File: config.mk
export PLATFORM = sky130hd
export DESIGN_NAME = branch_resolve_ctrl
export DESIGN_NICKNAME = d
export VERILOG_FILES = /design/src/rtl/pipe_pkg.sv /design/src/rtl/br_taken_dec.sv /design/src/rtl/branch_resolve_ctrl.sv
export SDC_FILE = /design/constraint.sdc
export NUM_CORES = 1
export LEC_CHECK = 0
export ABC_AREA = 0
export CAP_MARGIN = 40
export CORE_ASPECT_RATIO = 0.7
export CORE_MARGIN = 8
export CORE_UTILIZATION = 45
export DETAILED_ROUTE_END_ITERATION = 6
export PLACE_DENSITY_LB_ADDON = 0.3
export SYNTH_ARGS = -nofsm -noshare
export SYNTH_HDL_FRONTEND = slang
export SYNTH_SLANG_ARGS = --single-unit
File: constraint.sdc
create_clock -name i_clk -period 2.98 [get_ports i_clk]
set_clock_uncertainty 0.05 [all_clocks]
set_input_delay 0.298 -clock i_clk [delete_from_list [all_inputs] [get_ports i_clk]]
set_output_delay 0.298 -clock i_clk [all_outputs]
set_load 0.005 [all_outputs]
File: src/rtl/pipe_pkg.sv
// Shared pipeline definitions: branch funct3 encodings and the resolve FSM state type.
package pipe_pkg;

  localparam logic [2:0] BEQ  = 3'b000;
  localparam logic [2:0] BNE  = 3'b001;
  localparam logic [2:0] BLT  = 3'b100;
  localparam logic [2:0] BGE  = 3'b101;
  localparam logic [2:0] BLTU = 3'b110;
  localparam logic [2:0] BGEU = 3'b111;

  typedef enum logic {
    IDLE = 1'b0,
    PEND = 1'b1
  } brc_state_e;

endpackage

File: src/rtl/br_taken_dec.sv
// Combinational branch decode: funct3 + comparator flags -> taken, comparator mode, illegal funct3.
module br_taken_dec
  import pipe_pkg::*;
(
  input  logic [2:0] funct3,
  input  logic       brc_less,
  input  logic       brc_equal,
  output logic       br_un,
  output logic       br_taken,
  output logic       illegal_f3
);

  // br_un = 1 selects the signed compare (BLT/BGE); the unsigned forms share the less flag.
  assign br_un = (funct3 == BLT) || (funct3 == BGE);

  always_comb begin
    br_taken   = 1'b0;
    illegal_f3 = 1'b0;
    case (funct3)
      BEQ:        br_taken   = brc_equal;
      BNE:        br_taken   = ~brc_equal;
      BLT, BLTU:  br_taken   = brc_less;
      BGE, BGEU:  br_taken   = ~brc_less;
      default:    illegal_f3 = 1'b1;
    endcase
  end

endmodule

File: src/rtl/branch_resolve_ctrl.sv
// EX-stage branch/jump resolution: same-cycle redirect + flush, or deferred via PEND under stall.
// Optional performance counters are built when BRC_PERF_CNT_EN is defined.
module branch_resolve_ctrl
  import pipe_pkg::*;
#(
  parameter int unsigned XLEN = 32
) (
  input  logic            i_clk,
  input  logic            i_reset_n,
  input  logic            i_ex_valid,
  input  logic            i_ex_is_br,
  input  logic            i_ex_is_jmp,
  input  logic            i_ex_is_jalr,
  input  logic [2:0]      i_ex_funct3,
  input  logic [XLEN-1:0] i_ex_target,
  input  logic            i_brc_less,
  input  logic            i_brc_equal,
  input  logic            i_stall,
  output logic            o_br_un,
  output logic            o_redirect,
  output logic [XLEN-1:0] o_redirect_pc,
  output logic            o_flush_ifid,
  output logic            o_flush_idex,
  output logic            o_illegal
`ifdef BRC_PERF_CNT_EN
  ,
  output logic [31:0]     o_br_cnt,
  output logic [31:0]     o_taken_cnt
`endif
);

  brc_state_e      state_q, state_d;
  logic [XLEN-1:0] pend_pc_q;
  logic [XLEN-1:0] tgt_masked;
  logic            dec_taken, dec_illegal;
  logic            is_jump, taken, resolve, illegal_cond;
  logic            capture, redirect;

  br_taken_dec u_dec (
    .funct3     (i_ex_funct3),
    .brc_less   (i_brc_less),
    .brc_equal  (i_brc_equal),
    .br_un      (o_br_un),
    .br_taken   (dec_taken),
    .illegal_f3 (dec_illegal)
  );

  // Jumps win over a simultaneously flagged branch, so a jump never reports an illegal funct3.
  assign is_jump      = i_ex_valid & i_ex_is_jmp;
  assign taken        = is_jump | (i_ex_is_br & dec_taken);
  assign resolve      = i_ex_valid & (i_ex_is_br | i_ex_is_jmp) & taken;
  assign illegal_cond = i_ex_valid & i_ex_is_br & ~i_ex_is_jmp & dec_illegal;
  assign tgt_masked   = {i_ex_target[XLEN-1:1],
                         i_ex_target[0] & ~(i_ex_is_jmp & i_ex_is_jalr)};

  always_ff @(posedge i_clk or negedge i_reset_n) begin
    if (!i_reset_n) begin
      state_q   <= IDLE;
      pend_pc_q <= '0;
    end else begin
      state_q <= state_d;
      if (capture) pend_pc_q <= tgt_masked;
    end
  end

  always_comb begin
    state_d = state_q;
    capture = 1'b0;
    case (state_q)
      IDLE: begin
        if (resolve && i_stall) begin
          state_d = PEND;
          capture = 1'b1;
        end
      end
      PEND: begin
        if (!i_stall) state_d = IDLE;
      end
      default: state_d = IDLE;
    endcase
  end

  always_comb begin
    redirect      = 1'b0;
    o_illegal     = 1'b0;
    o_redirect_pc = tgt_masked;
    case (state_q)
      IDLE: begin
        redirect  = resolve & ~i_stall;
        o_illegal = illegal_cond & ~i_stall;
      end
      PEND: begin
        redirect      = ~i_stall;
        o_redirect_pc = pend_pc_q;
      end
      default: ;
    endcase
    // Combinational outputs are gated so reset silences them without waiting for a clock.
    if (!i_reset_n) begin
      redirect  = 1'b0;
      o_illegal = 1'b0;
    end
  end

  assign o_redirect   = redirect;
  assign o_flush_ifid = redirect;
  assign o_flush_idex = redirect;

`ifdef BRC_PERF_CNT_EN
  logic [31:0] br_cnt_q, taken_cnt_q;
  logic        br_inc;

  assign br_inc = ((state_q == IDLE) & ~i_stall & i_ex_valid & (i_ex_is_br | i_ex_is_jmp))
                | capture;

  always_ff @(posedge i_clk or negedge i_reset_n) begin
    if (!i_reset_n) begin
      br_cnt_q    <= '0;
      taken_cnt_q <= '0;
    end else begin
      if (br_inc)   br_cnt_q    <= br_cnt_q + 32'd1;
      if (redirect) taken_cnt_q <= taken_cnt_q + 32'd1;
    end
  end

  assign o_br_cnt    = br_cnt_q;
  assign o_taken_cnt = taken_cnt_q;
`endif

endmodule

==> results.md, run 1 <==
* Most common cell after layout, fill and taps aside: clkdlybuf4s50_1
* CP Cell Sequence: clkdlybuf4s50_1 -> nand3b_1 -> nor3_2 -> nor3_1 -> nor3b_1 -> clkdlybuf4s50_1
* Leading cell types in the layout, fill and taps excluded: clkdlybuf4s50_1 (80), mux2_2 (33), dfrtp_1 (33)
* Accumulated negative setup slack at 0 ns
* Layout cell share with drive strength beyond 1 at 37.3%
* Die Area at 6450 um2
* 1st-iter DRT viols at 7
* Post-route cell area at 2780 um2
* Data arrival, critical path at 2.26 ns
* Synthesized cell area at 1850 um2
* Synth Area in Adders at 0%
* Post-Synth Simple-Gate Area at 4.67%
* Final WL at 4.60 mm
* Hold Fails Final Rpt at 0
* Status: finished clean
* Area contributors post-synth: dfrtp_1 (45%), mux2_4 (24%), mux2_2 (20%), buf_6 (1.8%), buf_2 (1.1%)
* Die Width at 92.6 um
* CTS clock-pin slew for the worst setup and hold paths at 0.07 ns
* Grt total ovfl at 0
* Max_cap viols at 0
* Dpl cells at 253
* Max frequency at 383 MHz
* Via Count at 1300
* Maximum vdd drop at 0.271 mV
* Finish-stage setup viols at 0
* Xor-xnor portion of the synthesized cell area at 0.947%
* Final period utilization at 87.6%
* Pins Over Slew Limit at 0
* Sequential-to-total area share from yosys stat at 44.7%
* Global-route wire length before repair at 7.73 mm
* Flops & latches, synth at 33
* Nets@finish at 252
* Top Ports at 81
* Initial DRT Pass Iterations at 4
* Post-synth top area share at 44.7%
* Hold_buf cts at 0
* Post-CTS setup buffers at 0
* Largest net degree at the start of global routing at 34
* HPWL Detailed at 3.60 mm
* Tmin final at 2.61 ns
* P&R area growth vs syn at 50.5%
* Leakage power at 1.22 nW
* Crit-path max FO at 3
* Hold Path Class: register to register
* CP max-delay cell: clkdlybuf4s50_1
* Crit-path max cell delay at 0.58 ns
* # rows at 19
* Root Driver: clkbuf_8
* Mapped Cells at 125
* Total GRT Usage at 14.8%
* Slew @ Worst Pin at 0.524 ns
* WP data required at 2.63 ns
* Synth Area in Compound Gates at 1.62%
* Diode count at 0
* Largest area contributor in the netlist: dfrtp_1
* Clk Latency, worst-skew pair at 0.27 ns
* CTS Buffer Depth at 2
* Post_cts resized at 0
* Most numerous cell on the critical path: clkdlybuf4s50_1
* Post-synth cell types at 21
* Initial antenna violation count at 0
* Core Region at 3920 um2
* Pwr dens at 518 nW/um2
* CP Class: input port to output port
* Antenna Violating Nets Remaining at 0
* Largest family of logic cells by synthesized area: multiplexers
* Crit path launch type: input port
* IO Port Bufs at 80
* Mapped Nets at 169
* Mean Syn Cell Area at 14.8 um2
* Final Hold Slack at 0.462 ns
* Worst setup EP type: output port
* CTS tree: done
* Yosys Warn Count at 0
* Placer Congestion at 0.832
* RSZ-0062 raised after global routing: false
* Routed vias/inst at 4.98
* CTS Buf Count at 5
* Overall Power at 1.44 mW
* Post-place instance area at 2700 um2
* Wirelength per Cell at 17.6 um
* Number of global-route vias before repair at 1519
* Die H at 69.6 um
* Multiplexer share of the synthesized area at 44.2%
* Slew HR at 64.9%
* Sink Count at 33
* Residual DRC at 0
* H-tree levels at 2
* Initial core utilization at 47.1%
* Finished Layout Cells at 261
worst max-delay path: cells and delay by family:
kind                   cells  cell delay (ns)
buffers and inverters      2             1.02
AND/OR/NAND/NOR            4             0.95
registers in the layout, summed over array words and instances (netlist names):
register / flops
pend_pc_q: 32
state_q: 1
kinds of logic (layout without fill, tap and decap cells):
logic type	Yosys count	after routing
buffers and inverters	10	94
AO/OA/AOI/OAI	3	3
multiplexers	63	63
XOR/XNOR	2	2
AND/OR/NAND/NOR	14	14
flip-flops	33	33
final timing paths:
check	cells after the start	end	slack (ns)	start
setup / recovery	6	o_redirect	0.37	i_ex_funct3[2]
hold / removal	1	pend_pc_q[28]	0.46	pend_pc_q[28]
setup reg to reg	4	pend_pc_q[19]	1.07	state_q
hold reg to reg	1	pend_pc_q[28]	0.46	pend_pc_q[28]
max in group asynchronous	2	pend_pc_q[23]	2.09	i_reset_n
min in group asynchronous	2	pend_pc_q[26]	0.49	i_reset_n
cell type report:
cell class	instances	area (um2)
clock buffers	5	68.8
clock inverters	3	17.5
fillers	291	1140
inverters	1	3.75
multi-input cells	82	951
flip-flops and latches	33	826
well taps	52	65.1
repair buffers	85	851
power breakdown:
group / internal, mW / switching, mW / total [mW]
registers: 0.558 / 0.0654 / 0.623
clock network: 0.161 / 0.161 / 0.322
logic: 0.359 / 0.138 / 0.497
total: 1.08 / 0.364 / 1.44
synthesized netlist by cell type, drive strengths merged:
| cell type | instances |
|---|---|
| nand3b | 1 |
| mux2i | 1 |
| nand3 | 1 |
| dfrtp | 33 |
| and2b | 1 |
| mux2 | 62 |
| nor2b | 2 |
| nand2 | 4 |
| o21ai | 3 |
| inv | 1 |
| xnor2 | 2 |
| buf | 9 |
| nor3 | 3 |
| nor3b | 1 |
| nand4bb | 1 |
per-stage QoR:
| step | util, % | setup WS, ns |
|---|---|---|
| detailed placement | 68.7 | 0.386 |
| floorplan | - | 1.32 |
| finish | 70.9 | 0.368 |
| global placement | 68.7 | 0.510 |
| CTS | 70.9 | 0.370 |
| global route | 70.9 | 0.227 |
layer usage:
layer  up-vias  GRT usage [%]  wire, um
met5         -              0         0
li1        610              -         -
met2        51           23.8      2210
met4         0           5.69        87
met3         8           5.73       343
met1       631           17.3      1960
No activity file was read; power rests on OpenSTA's default activity.
==> inputs of run 2 (changes only) <==
--- a/config.mk
+++ b/config.mk
@@ -9,7 +9,7 @@
 export CAP_MARGIN = 40
 export CORE_ASPECT_RATIO = 0.7
 export CORE_MARGIN = 8
-export CORE_UTILIZATION = 45
+export CORE_UTILIZATION = 42
 export DETAILED_ROUTE_END_ITERATION = 6
 export PLACE_DENSITY_LB_ADDON = 0.3
 export SYNTH_ARGS = -nofsm -noshare
==> constraint.sdc (replaced) <==
create_clock -name i_clk -period 2.7 [get_ports i_clk]
set_clock_uncertainty 0.05 [all_clocks]
set_input_delay 0.27 -clock i_clk [delete_from_list [all_inputs] [get_ports i_clk]]
set_output_delay 0.27 -clock i_clk [all_outputs]
set_load 0.005 [all_outputs]
==> run 2 against run 1 <==
Register-to-register slack lost 0.17 ns. Critical path depth is the same. Via count down 1.6%. Routed wire length rose by 1.2%. Utilization decreased by 5.5 points. Cell count increased by 1.1%. Non-clock buffer count is the same. Sequential share of layout area fell by 0.17 points. Sequential power grew 10%. Combinational power rose by 10%.
==> results.md, run 2 (synthesis results as in run 1) <==
* Status: finished clean
* Die H at 71.5 um
* CTS Buf Count at 5
* Reg with most FFs: pend_pc_q
* Global-route wire length before repair at 7.48 mm
* Data arrival, critical path at 2.23 ns
* FF/Latch Area at 826 um2
* # rows at 20
* Maximum vdd drop at 0.397 mV
* Post_cts resized at 0
* Routed vias/inst at 4.84
* Crit-path max FO at 3
* Nets@finish at 252
* Final period utilization at 94.5%
* CTS clock-pin slew for the worst setup and hold paths at 0.07 ns
* Root Driver: clkbuf_8
* Pins Over Slew Limit at 0
* RSZ-0062 raised after global routing: false
* Top Ports at 81
* H-tree levels at 2
* Tmin final at 2.55 ns
* Placer Congestion at 0.738
* Crit path launch type: input port
* Worst Slack Setup Final at 0.149 ns
* Die Area at 6820 um2
* Leakage power at 1.23 nW
* Hold Path Class: input port to async pin
* FF-to-FF path depth at 4
* Clk Latency, worst-skew pair at 0.27 ns
* Area occupied by multi-input gates at 951 um2
* Initial DRT Pass Iterations at 2
* Max reg flops at 32
* Number of global-route vias before repair at 1511
* Filler cells at 325
* Via Count at 1279
* Slew HR at 66.3%
* Max_cap viols at 0
* Max frequency at 392 MHz
* CP max-delay cell: clkdlybuf4s50_1
* CTS tree: done
* Core Region at 4280 um2
* Slew @ Worst Pin at 0.506 ns
* Initial antenna violation count at 0
* Worst setup EP type: output port
* P&R area growth vs syn at 51.4%
* Diode count at 0
* Pwr dens at 587 nW/um2
* WP data required at 2.38 ns
* HPWL Detailed at 3.55 mm
* Layout Utilization at 65.4%
* Layout cell share with drive strength beyond 1 at 37.3%
* Hold Fails Final Rpt at 0
* DP Worst Slack at 0.162 ns
* CTS Buffer Depth at 2
* Sink Count at 33
* Accumulated negative setup slack at 0 ns
* Initial core utilization at 43.2%
* Most numerous cell on the critical path: clkdlybuf4s50_1
* Grt total ovfl at 0
* Most common cell after layout, fill and taps aside: clkdlybuf4s50_1
* Biggest registers after layout: pend_pc_q (32), state_q (1)
* R2r startpoint: state_q
* 1st-iter DRT viols at 14
* Total GRT Usage at 13.9%
* Antenna Violating Nets Remaining at 0
* CP Cell Sequence: clkdlybuf4s50_1 -> nand3b_1 -> nor3_2 -> nor3_1 -> nor3b_1 -> clkdlybuf4s50_1
* Leading cell types in the layout, fill and taps excluded: clkdlybuf4s50_1 (79), mux2_2 (33), dfrtp_1 (33)
* Finish-stage setup viols at 0
* Residual DRC at 0
* Die Width at 95.3 um
* Final WL at 4.66 mm
* IO Port Bufs at 80
* Wirelength per Cell at 17.6 um
* Largest net degree at the start of global routing at 33
* CP Class: input port to output port
* Reg2reg setup slack at 0.90 ns
* Crit-path max cell delay at 0.58 ns
* Reg2reg end: pend_pc_q[25]
run 2: cell types whose count changed in the layout (fill, tap and decap cells not counted):
| cell | previous run | this run |
|---|---|---|
| clkinv_2 | 2 | 1 |
| clkbuf_8 | 5 | 7 |
| clkinvlp_4 | 1 | 0 |
| dlygate4sd3_1 | 0 | 1 |
| buf_2 | 0 | 1 |
| clkdlybuf4s50_1 | 80 | 79 |
| buf_4 | 4 | 3 |
run 2: layer usage:
layer / routed length (um) / part of all wire [%] / track usage (%) / vias to the layer above
met3: 341 / 7.3 / 6.26 / 2
met2: 2300 / 49 / 22.8 / 41
met5: 0 / 0 / 0 / -
met1: 2000 / 43 / 16.5 / 628
met4: 14 / 0.30 / 2.41 / 0
li1: - / - / - / 608
run 2: layout make-up:
| type | instances | share of cell area [%] |
|---|---|---|
| flip-flops and latches | 33 | 29.5 |
| well taps | 55 | 2.46 |
| clock inverters | 1 | 0.179 |
| inverters | 1 | 0.134 |
| clock buffers | 7 | 3.44 |
| multi-input cells | 82 | 34.0 |
| repair buffers | 85 | 30.3 |
run 2: how the worst max path moves through the flow:
| stage | from | endpoint | slack, ns | cells after the start |
|---|---|---|---|---|
| final | i_ex_funct3[2] | o_redirect | 0.15 | 6 |
| after global routing | i_ex_funct3[2] | o_flush_ifid | 0.04 | 6 |
| after CTS | i_ex_funct3[2] | o_flush_ifid | 0.16 | 6 |
| after detailed placement | i_ex_funct3[2] | o_flush_ifid | 0.16 | 6 |
| after global placement | i_ex_funct3[2] | o_flush_idex | 0.28 | 6 |
| after floorplan | i_ex_funct3[2] | o_flush_ifid | 1.10 | 5 |
run 2: where the power goes:
group / internal, mW / switching, mW
clock: 0.230 / 0.178
sequential: 0.615 / 0.0705
combinational: 0.395 / 0.154
run 2: stage by stage:
stage               area (um2)  hold slack (ns)  std cells  power [mW]
CTS                       2800            0.414        264        1.66
global route              2800            0.446        264        1.74
finish                    2800            0.414        264        1.64
floorplan                 1850          -0.0756        125       0.975
detailed placement        2690            0.177        255        1.24
global placement          2690            0.169        255        1.22
run 2: worst max-delay path: cells and delay by family:
kind / cells / cell delay, ns
buffers and inverters: 2 / 1.02
AND/OR/NAND/NOR: 4 / 0.94
run 2: repair_timing:
item,in CTS,in global routing
hold buffers,1,0
setup buffers,0,0
endpoints found under the hold margin,16,0
setup endpoints to repair,0,0
